==> src/rtl/bmem_arbiter.sv <==
// Arbitrates the icache and dcache onto one burst-memory port, turning whole-line
// requests into BEATS-long bmem bursts and assembling read beats back into a line.
`timescale 1ns/1ps
module bmem_arbiter #(
   parameter int ADDR_W = 32,
   parameter int LINE_W = 256,
   parameter int BEAT_W = 64
) (
   input  logic              clk,
   input  logic              rst_n,
   input  logic [ADDR_W-1:0] i_addr,
   input  logic              i_read,
   output logic [LINE_W-1:0] i_rdata,
   output logic              i_resp,
   input  logic [ADDR_W-1:0] d_addr,
   input  logic              d_read,
   input  logic              d_write,
   input  logic [LINE_W-1:0] d_wdata,
   output logic [LINE_W-1:0] d_rdata,
   output logic              d_resp,
   output logic [ADDR_W-1:0] bmem_address,
   output logic              bmem_read,
   output logic              bmem_write,
   output logic [BEAT_W-1:0] bmem_wdata,
   input  logic [BEAT_W-1:0] bmem_rdata,
   input  logic              bmem_resp
);
   localparam int BEATS = LINE_W / BEAT_W;
   localparam int CNT_W = $clog2(BEATS) + 1;
   localparam logic [CNT_W-1:0] LAST = CNT_W'(BEATS - 1);

   typedef enum logic [2:0] {IDLE, RD_CMD, RD_BEAT, WR_BEAT, DONE} state_t;

   state_t            state_q, state_d;
   logic [CNT_W-1:0]  cnt_q, cnt_d;
   logic              gnt_q, gnt_d;    // 1: dcache owns the transaction
   logic              prio_q, prio_d;  // 1: dcache wins the next contended grant
   logic [ADDR_W-1:0] addr_q, addr_d;
   logic [LINE_W-1:0] line_q, line_d;
   logic              i_req, d_req, pick_d;

   assign i_req   = i_read;
   assign d_req   = d_read | d_write;
   assign i_rdata = line_q;
   assign d_rdata = line_q;

   always_comb begin
      state_d      = state_q;
      cnt_d        = cnt_q;
      gnt_d        = gnt_q;
      prio_d       = prio_q;
      addr_d       = addr_q;
      line_d       = line_q;
      pick_d       = 1'b0;
      bmem_read    = 1'b0;
      bmem_write   = 1'b0;
      bmem_wdata   = '0;
      bmem_address = '0;
      i_resp       = 1'b0;
      d_resp       = 1'b0;
      case (state_q)
         IDLE: begin
            if (i_req || d_req) begin
               pick_d = (i_req && d_req) ? prio_q : d_req;
               if (i_req && d_req) prio_d = ~pick_d;
               gnt_d   = pick_d;
               addr_d  = pick_d ? d_addr : i_addr;
               cnt_d   = '0;
               state_d = (pick_d && d_write) ? WR_BEAT : RD_CMD;
            end
         end
         RD_CMD: begin
            bmem_read    = 1'b1;
            bmem_address = addr_q;
            state_d      = RD_BEAT;
         end
         RD_BEAT: begin
            bmem_address = addr_q;
            if (bmem_resp) begin
               line_d[BEAT_W*int'(cnt_q) +: BEAT_W] = bmem_rdata;
               cnt_d = cnt_q + 1'b1;
               if (cnt_q == LAST) state_d = DONE;
            end
         end
         WR_BEAT: begin
            bmem_write   = 1'b1;
            bmem_address = addr_q;
            bmem_wdata   = d_wdata[BEAT_W*int'(cnt_q) +: BEAT_W];
            cnt_d        = cnt_q + 1'b1;
            if (cnt_q == LAST) state_d = DONE;
         end
         DONE: begin
            i_resp  = ~gnt_q;
            d_resp  = gnt_q;
            cnt_d   = '0;
            state_d = IDLE;
         end
         default: state_d = IDLE;
      endcase
   end

   always_ff @(posedge clk or negedge rst_n) begin
      if (!rst_n) begin
         state_q <= IDLE;
         cnt_q   <= '0;
         gnt_q   <= 1'b0;
         prio_q  <= 1'b1;
         addr_q  <= '0;
         line_q  <= '0;
      end else begin
         state_q <= state_d;
         cnt_q   <= cnt_d;
         gnt_q   <= gnt_d;
         prio_q  <= prio_d;
         addr_q  <= addr_d;
         line_q  <= line_d;
      end
   end

   // Read beats are only meaningful while a read burst is collecting them.
   a_resp_in_rd_beat: assert property (@(posedge clk) disable iff (!rst_n)
      bmem_resp |-> (state_q == RD_BEAT));

endmodule
==> config.mk <==
export PLATFORM = sky130hd
export DESIGN_NAME = bmem_arbiter
export DESIGN_NICKNAME = d
export VERILOG_FILES = /design/src/rtl/bmem_arbiter.sv
export SDC_FILE = /design/constraint.sdc
export NUM_CORES = 1
export LEC_CHECK = 0
export BUFFER_PORTS_ARGS = -buffer_cell sky130_fd_sc_hd__clkbuf_2
export CAP_MARGIN = 20
export CORE_AREA = 2 2 387 389
export CTS_CLUSTER_DIAMETER = 40
export DETAILED_ROUTE_END_ITERATION = 8
export DIE_AREA = 0 0 389 391
export GPL_TIMING_DRIVEN = 0
export HOLD_SLACK_MARGIN = 0.12
export PLACE_DENSITY_LB_ADDON = 0.1
export SLEW_MARGIN = 40
export SYNTH_ARGS = -nofsm -noshare
export SYNTH_HDL_FRONTEND = slang
export SYNTH_SLANG_ARGS = --single-unit
==> constraint.sdc <==
create_clock -name clk -period 2.9 [get_ports clk]
set_clock_uncertainty 0.05 [all_clocks]
set_input_delay 0.725 -clock clk [delete_from_list [all_inputs] [get_ports clk]]
set_output_delay 0.725 -clock clk [all_outputs]
set_load 0.01 [all_outputs]
-- After elaboration in Yosys (flattened, before gate mapping)
Cells that the tools add are included.
- reductions and logical operators: 11
- add/subtract/negate cells: 2
- muxes and demuxes: 17
- shift operators: 3
- bitwise operators: 3
- eq/ne operators: 7
- operator list (operator ; count):
    $bwmux W256 ; 1
    $shift A64 B33 Y256 const A ; 1
    $shiftx A256 B10 Y64 ; 1
    $shiftx A64 B33 Y256 ; 1
    $mux W32 ; 2
    $mux W64 ; 1
    $neg A9 Y33 ; 1
    $pmux W3 S4 ; 2
    $mux W3 ; 5
    $eq A3 B2 Y1 const B ; 3
    $reduce_and A2 Y1 ; 3
    $reduce_and A3 Y1 ; 2
    $mux W1 ; 5
    $ne A2 B2 Y1 const B ; 2
    $reduce_bool A4 Y1 ; 1
    $add A3 B1 Y3 const B ; 1
    $eq A3 B1 Y1 const B ; 1
    $eq A3 B3 Y1 const B ; 1
    $logic_not A3 Y1 ; 1
    $reduce_or A3 Y1 ; 1
    $logic_and A1 B1 Y1 ; 2
    $mux W2 ; 1
    $not A1 Y1 ; 2
    $logic_or A1 B1 Y1 ; 1
    $or A1 B1 Y1 ; 1
- input bits: 390
- register bits: 296
- logic and storage cells: 49
- output and inout bits: 612

-- Depth between registers and ports, before layout
Gate-level depths: netlist (run 1).
- depth after elaboration: 7
- gate-level depth with buffers: 10
- mapped depth without buffers: 6

-- Worst setup path before layout (run 1)
OpenSTA, ideal clock, no wires.
- path kind: register to register
- from: register cnt_q[1]
- to: register line_q[47], in the netlist d_rdata[47]
- buffers on the path: 3
- setup time: 125 ps
- cell stages (with the launch flop): 10
- setup slack: -253 ps
- clock period less this slack: 3153 ps
- data required time: 2725 ps
- data arrival time: 2978 ps
- path through: dfrtp_1 -> clkbuf_1 -> clkbuf_1 -> inv_1 -> ha_1 -> ha_1 -> or3b_1 -> nor4_4 -> buf_6 -> mux2_2
- word-level cells in the longest chain between the ends: 3
- elaborated cells on any way between the ends: 4
- those cells by class: add/sub: 1; shift: 2; mux: 1
- RTL lines (what ; RTL line ; source):
    start, declared ; 35 ; logic [CNT_W-1:0] cnt_q, cnt_d;
    start signal, assigned ; 112 ; cnt_q <= cnt_d;
    $neg A9 Y33 (*) ; 80 ; line_d[BEAT_W*int'(cnt_q) +: BEAT_W] = bmem_rdata;
    $shiftx A64 B33 Y256 or $shift A64 B33 Y256 (tied branches) ; 80 ;
    $bwmux W256 (*) ; 80 ;
    end signal, assigned ; 116 ; line_q <= line_d;
    end, declared ; 39 ; logic [LINE_W-1:0] line_q, line_d;
Every way passes the cells marked *; elsewhere a longest branch is shown, timed or not.
A chain may end at the register's enable or synchronous reset.

-- Worst setup path after layout (run 1)
- from: register cnt_q[0]
- to: output port bmem_wdata[53]
- word-level cells in the longest chain between the ends: 2
- RTL lines (what ; RTL line ; source):
    $shiftx A256 B10 Y64 ; 88 ; bmem_wdata = d_wdata[BEAT_W*int'(cnt_q) +: BEAT_W];
    $mux W64 ; 61 ; case (state_q)
    end, declared ; 24 ; output logic [BEAT_W-1:0] bmem_wdata,
No other way between the ends.

==> results of run 1 <==
cell usage in the layout (no fill, tap or decap), types with 23 or more instances in the layout:
cell	instances
a21oi_1	32
a31oi_1	32
and2_1	33
buf_4	281
buf_6	26
clkbuf_1	46
clkbuf_16	94
clkbuf_2	996
clkbuf_8	23
dfrtp_1	292
inv_1	111
mux2_2	108
mux2_4	40
mux2i_1	108
mux4_2	64
nand2_1	114
nand3_1	33
nor2b_1	119
o21ai_0	37
flip-flops by register name (all words and copies together) (netlist names):
register,cells
prio_q,1
state_q,3
addr_q,32
d_rdata,256
cnt_q,3
gnt_q,1
timing repair:
| item | in CTS | in global routing |
|---|---|---|
| pin swaps | 1 | 2 |
| endpoints found under the hold margin | 35 | 0 |
| setup buffers | 18 | 3 |
| hold buffers | 1 | 0 |
| gates resized for setup | 104 | 101 |
| cloned | 4 | 3 |
| endpoints found under the setup margin | 351 | 107 |
metal layers:
layer	vias up	track usage (%)
met5	-	0
met4	18	3.99
met3	111	3.31
met2	650	22.2
met1	7643	14.5
li1	7281	-
where the power goes:
part           total, uW  switching [uW]  leakage (uW)  internal (uW)
logic              16200            8380       0.00948           7840
registers           7840            2050       0.00365           5780
clock network      10000            3130       0.00152           6920
logic make-up after synthesis:
family	after synthesis	synth area share, %
multiplexers	320	24.6
flip-flops	296	43.5
AND/OR/NAND/NOR	356	11.3
adder cells (fa/ha/maj)	4	0.294
buffers and inverters	468	16.7
XOR/XNOR	1	0.0515
AO/OA/AOI/OAI	106	3.46
how the worst max path moves through the flow:
stage / depth (start not counted) / end / startpoint / slack [ns]
finish: 6 / bmem_wdata[53] / cnt_q[0] / -0.12
global placement: 1 / addr_q[27] / rst_n / -7.07
global route: 6 / bmem_wdata[53] / cnt_q[0] / -0.24
floorplan: 9 / d_rdata[47] / cnt_q[1] / 0.04
detailed placement: 10 / d_rdata[73] / cnt_q[1] / -1.25
CTS: 6 / bmem_wdata[53] / cnt_q[0] / -0.23
metrics by stage:
| step | hold slack, ns | utilization (%) | area, um^2 | cells |
|---|---|---|---|---|
| 2_1_floorplan | 0.379 | - | 17000 | 1551 |
| 3_3_place_gp | 0.439 | 16.5 | 24500 | 4496 |
| 3_5_place_dp | 0.442 | 16.7 | 24700 | 4507 |
| 4_1_cts | 0.162 | 19.2 | 28500 | 4689 |
| 5_1_grt | 0.211 | 19.5 | 29000 | 4697 |
| 6_report | 0.245 | 19.5 | 29000 | 4701 |
cell type report:
type                       instances  area (um^2)
sequential                       296         7410
clock inverter                    46          674
fill                           16606       120000
buffer                           355         2800
inverter                         112          423
antenna                            6         15.0
clock buffer                     114         2420
tap                             1944         2430
timing repair buffer            1041         5730
multi-input combinational        787         7060
cells in the mapped netlist, types with 2 or more instances:
| cell | count |
|---|---|
| buf_1 | 4 |
| ha_1 | 4 |
| nor2_1 | 8 |
| a21oi_1 | 32 |
| or2_2 | 2 |
| mux2i_1 | 108 |
| clkbuf_1 | 60 |
| buf_4 | 256 |
| mux2_1 | 16 |
| buf_6 | 13 |
| dfrtp_1 | 295 |
| or3_1 | 2 |
| mux2_2 | 132 |
| nand2b_1 | 2 |
| and2_1 | 33 |
| o21ai_0 | 37 |
| buf_2 | 23 |
| mux4_2 | 64 |
| nand3_1 | 34 |
| and3_1 | 21 |
| inv_1 | 112 |
| nand2_1 | 114 |
| a31oi_1 | 32 |
| nor2b_1 | 130 |
worst register-to-register path, cell delays in order, from the launching register on:
cell       delay, ns
dfrtp_2         0.45
clkbuf_16       0.19
clkbuf_16       0.16
inv_4           0.04
ha_4            0.15
ha_4            0.21
or3b_4          0.40
nor4_4          0.28
buf_6           0.21
buf_12          0.17
buf_12          0.15
mux2_4          0.31
==> metrics.md, run 1 <==
| Metric | Value |
|---|---|
| First-pass GRT wire length | approximately 130000 um |
| Area Overhead vs Synth | 70.2% |
| MaxCap Viol Count | 0 |
| Iteration-0 DRC Markers | roughly 550 |
| Final setup viols | 62 |
| Post-DP HPWL | 79900 um |
| Final GP Congestion | between 0.7 and 0.8 |
| Final Power | approximately 34000 uW |
| Post-synth EDFFs | 0 |
| Status | finished with violations |
| Die area | roughly 150000 um^2 |
| Share of cells above drive strength 1 | between 60% and 70% |
| Final net count | 3073 |
| Leakage power | roughly 0.015 uW |
| Slew headroom | 48.4% |
| M1 WL | 39700 um |
| Routed Antenna Nets | 0 |
| CTS tree | built |
| Drt via density | 3.34 |
| Number of clock sinks | between 200 and 300 |
| Final hold violations | 0 |
| CP max stage delay | 0.50 ns |
| Critical path buffers and inverters | 4 |
| Row cnt | 142 |
| Initial antenna violation count | 14 |
| Most used DFF post-synth | dfrtp_1 |
| Routed via count | between 15000 and 20000 |
| Delay-heaviest family, CP | buffers and inverters |
| Crit path cell chain | buf_12 -> buf_12 -> buf_16 -> mux4_2 -> nor2b_1 -> clkbuf_2 |
| Final min period | 3.02 ns |
| Worst Tran Pin Value | around 0.77 ns |
| Largest net degree at the start of global routing | 57 |
| Pre-CTS WS | -1.25 ns |
| Data arrival, critical path | roughly 2.3 ns |
| Vias in the first global route | between 15000 and 20000 |
| Unrepaired setup endpoints after global routing | true |
| Share of the synthesized area in the top cell type | 43.4% |
| Yosys Warn Count | 0 |
| Setup CP Type | reg -> out |
| Startpoint types | register |
| CP required | 2.12 ns |
| #FFs+latches synth | 296 |
| Synth Cell Area | around 17000 um^2 |
| Worst R2R Path Depth | 11 |
| VDD IR max | roughly 0.39 mV |
| Violated checks | negative setup slack |
| CTS max path bufs | 3 |
| Synth async-reset ratio | 100% |
| Congestion Overflow GR | 0 |
| Library cells used by synthesis | 41 |
| Syn nets | just under 2000 |
| Routed wire length | just under 100000 um |
| IO Port Bufs | 1001 |
| Worst-path fanout max | 10 |
| CTS Buf Count | 86 |
| Pwr Density | around 1200 nW/um^2 |
| Setup_tns | -4.03 ns |
| Die H | ~390 um |
| Min-delay worst type | in -> reg |
| Hold Path Depth | 3 |
| Crit-path most repeated cell | buf_12 |
| Die W | a little under 400 um |
| Initial Util | between 10% and 20% |
| Top Metal Used | met5 |
| Clock slew at reported path FFs | around 0.05 ns |
| Hold_sp | bmem_rdata[0] |
| Fin crit share | 104% |
| Clock Tree Root | clkbuf_16 |
| Met3 wire length | approximately 6300 um |
| GRT Total Usage | 12.5% |
| CP max stage cell | mux4_2 |
| Core area | 149000 um^2 |
| Worst reg2reg path endpoint | d_rdata[24] |
| Cells after synthesis | around 1600 |
| TritonRoute pass-1 iters | 4 |
| RR Startpoint | cnt_q[1] |
| Top post-synthesis cells by area | dfrtp_1 43%, buf_4 11%, mux2_2 8.7%, mux4_2 8.5%, mux2i_1 6.4% |
| H-tree depth | 3 |
| DRC viols | 0 |
| Max-slew violation count | 0 |
| Post-Syn Area per Cell | approximately 11 um^2 |
| CP Capture Type | output port |
| Io pins | between 1000 and 1500 |
| Yosys top cell by area | dfrtp_1 |
| Detail Route met2 WL | between 50000 and 60000 um |
| Part of the Yosys area used for sequential elements | between 40% and 50% |
| WL/cell | 21.0 um |
| Final worst setup slack | -0.122 ns |
| Skew-Pair Late Insertion Delay | about 0.62 ns |
| Fmax | roughly 0.33 GHz |
| Minimum setup slack among reg-to-reg paths | 0.06 ns |
| Hold path endpoint | d_rdata[128] |
Note: power is estimated with default switching activity, not from simulation.
==> run 2: changes to the inputs <==
--- a/config.mk
+++ b/config.mk
@@ -14,6 +14,7 @@
 export GPL_TIMING_DRIVEN = 0
 export HOLD_SLACK_MARGIN = 0.12
 export PLACE_DENSITY_LB_ADDON = 0.1
+export SETUP_SLACK_MARGIN = 0.15
 export SLEW_MARGIN = 40
 export SYNTH_ARGS = -nofsm -noshare
 export SYNTH_HDL_FRONTEND = slang
==> run 2 against run 1 <==
Compared with the run above: the flow still finishes with violations (negative setup slack); largest cell class unchanged; register-to-register slack worse by 0.14 ns; final cell count is 1.2% higher; worst setup slack got worse by 0.055 ns; largest power group unchanged; hold slack better by 0.020 ns; clock power down 8%; via count up 4.3%.
==> metrics.md, run 2 (same netlist as run 1, synthesis figures left out) <==
| Metric | Value |
|---|---|
| Largest register FFs | 256 |
| First-pass GRT wire length | between 100000 and 150000 um |
| Detail Route met2 WL | about 60000 um |
| Final net count | about 3100 |
| Hold Path Depth | 3 |
| Routed via count | ~16000 |
| Final worst setup slack | -0.177 ns |
| DRC viols | 0 |
| Part of the power in combinational logic | between 50 and 60% |
| H-tree depth | 3 |
| Unrepaired setup endpoints after global routing | true |
| Clock Tree Root | clkbuf_16 |
| Share of cells above drive strength 1 | between 60% and 70% |
| Switch Pwr | 14000 uW |
| Max-slew violation count | 0 |
| Clock slew at reported path FFs | around 0.050 ns |
| Commonest non-fill, non-tap cell in the layout | clkbuf_2 |
| Data arrival, critical path | roughly 2.3 ns |
| Final Power | roughly 35000 uW |
| Finished Core Util | 20.4% |
| Drt via density | 3.44 |
| CP max stage cell | mux4_2 |
| Top Metal Used | met5 |
| WL/cell | ~24 um |
| Min-delay worst type | in -> reg |
| RR Startpoint | cnt_q[0] |
| Hold_sp | d_addr[8] |
| Final min period | a little over 3 ns |
| IO Port Bufs | 1001 |
| Pint | approximately 21000 uW |
| Final setup viols | between 70 and 80 |
| Worst Tran Pin Value | 0.826 ns |
| VDD IR max | 0.423 mV |
| Minimum setup slack among reg-to-reg paths | -0.08 ns |
| Die W | 389 um |
| Worst-path fanout max | 6 |
| GRT Total Usage | between 10% and 20% |
| Startpoint types | register |
| Hold path endpoint | addr_q[8] |
| Pwr Density | about 1200 nW/um^2 |
| Vias in the first global route | approximately 17000 |
| Fin cells | roughly 4800 |
| CTS tree | built |
| Register share of total power | 22.0% |
| Die H | 391 um |
| CP max stage delay | 0.48 ns |
| Worst reg2reg path endpoint | d_rdata[32] |
| CP Capture Type | output port |
| Area Overhead vs Synth | 77.8% |
| Final hold violations | 0 |
| Crit-path most repeated cell | buf_12 |
| M1 WL | ~44000 um |
| Initial antenna violation count | 49 |
| Io pins | roughly 1000 |
| Crit path cell chain | buf_8 -> buf_12 -> buf_12 -> buf_16 -> mux4_2 -> nor2b_1 -> buf_2 |
| Routed Antenna Nets | 0 |
| Slew headroom | roughly 45% |
| MaxCap Viol Count | 0 |
| Final GP Congestion | ~0.81 |
| Placed insts | roughly 4500 |
| Skew-Pair Late Insertion Delay | between 0.6 and 0.7 ns |
| Initial Util | 11.5% |
| Most frequent cells in the layout | 986 x clkbuf_2, 292 x dfrtp_1, 286 x buf_4, 123 x nor2b_1, 114 x mux2_4 |
| Number of clock sinks | between 200 and 300 |
| CTS max path bufs | 3 |
| Row cnt | ~140 |
| CP required | between 2 and 2.5 ns |
| TritonRoute pass-1 iters | 5 |
| Status | finished with violations |
| Met3 wire length | between 6000 and 7000 um |
| Largest net degree at the start of global routing | between 50 and 60 |
| Routed wire length | 113000 um |
| Fin crit share | 106% |
| CTS Buf Count | a little over 80 |
| Worst R2R Path Depth | 14 |
| Violated checks | negative setup slack |
| Congestion Overflow GR | 0 |
| Leakage power | between 0.015 and 0.02 uW |
| Core area | roughly 150000 um^2 |
| Clock power frac | approximately a quarter |
| Die area | between 150000 and 200000 um^2 |
| Post-DP HPWL | approximately 90000 um |
| Setup CP Type | reg -> out |
| Fmax | around 0.32 GHz |
| Net Sw Frac | 40.2% |
| Iteration-0 DRC Markers | approximately 580 |
run 2: changes by cell type in the layout (fill, tap and decap cells not counted), sizes merged:
cell and delta:
buf +56, clkbuf +15, clkinv -12, bufinv -7, diode +7, inv +4
clkinvlp -3, bufbuf -2
run 2: repair_timing:
item	CTS	global route
gates resized for setup	212	167
endpoints found under the hold margin	37	0
hold buffers	1	0
setup endpoints to repair	353	325
pin swaps	3	7
gates cloned	9	16
setup buffers	41	22
run 2: worst max-delay path by stage:
stage / from / to / cells past startpoint
after floorplan: cnt_q[1] / d_rdata[44] / 9
after detailed placement: cnt_q[1] / d_rdata[80] / 10
after global routing: cnt_q[0] / bmem_wdata[51] / 7
after CTS: cnt_q[0] / bmem_wdata[52] / 7
final: cnt_q[0] / bmem_wdata[51] / 7
after global placement: rst_n / d_rdata[173] / 1
run 2: critical path, delay by kind of cell, from the launching register on:
kind                   cells  cell delay (ns)
multiplexers               1             0.48
buffers and inverters      5             0.66
AND/OR/NAND/NOR            1             0.13
flip-flops                 1             0.37
run 2: cell type report:
type | instances | area [um^2]
Clock buffer | 122 | 2420
Clock inverter | 28 | 349
Sequential cell | 296 | 7410
Inverter | 112 | 425
Antenna cell | 13 | 32.5
Multi-Input combinational cell | 787 | 7380
Timing Repair Buffer | 1102 | 6790
Buffer | 355 | 3020
Fill cell | 16545 | 118000
Tap cell | 1944 | 2430
run 2: routing by layer:
metal | up-vias | GRT usage [%]
met2 | 758 | 26.0
met1 | 8075 | 15.5
met3 | 160 | 3.41
met5 | - | 0
met4 | 8 | 4.53
li1 | 7384 | -
run 2: per-stage QoR:
step	TNS, ns	instance area, um^2	worst slack [ns]	hold WS (ns)
2_1_floorplan	0	17100	0.117	0.379
3_3_place_gp	-2406.14	24600	-7.15	0.443
3_5_place_dp	-150.82	24900	-1.02	0.444
4_1_cts	-13.80	29000	-0.288	0.177
5_1_grt	-17.19	30200	-0.283	0.222
6_report	-8.01	30300	-0.177	0.265
run 2: power by group through the flow:
stage | clock [uW] | sequential, uW | combinational, uW
global placement | 0 | 7820 | 16100
CTS | 9440 | 7800 | 17500
finish | 9170 | 7680 | 18000
detailed placement | 0 | 7810 | 16100
floorplan | 0 | 7480 | 8240
global route | 9660 | 7980 | 19400
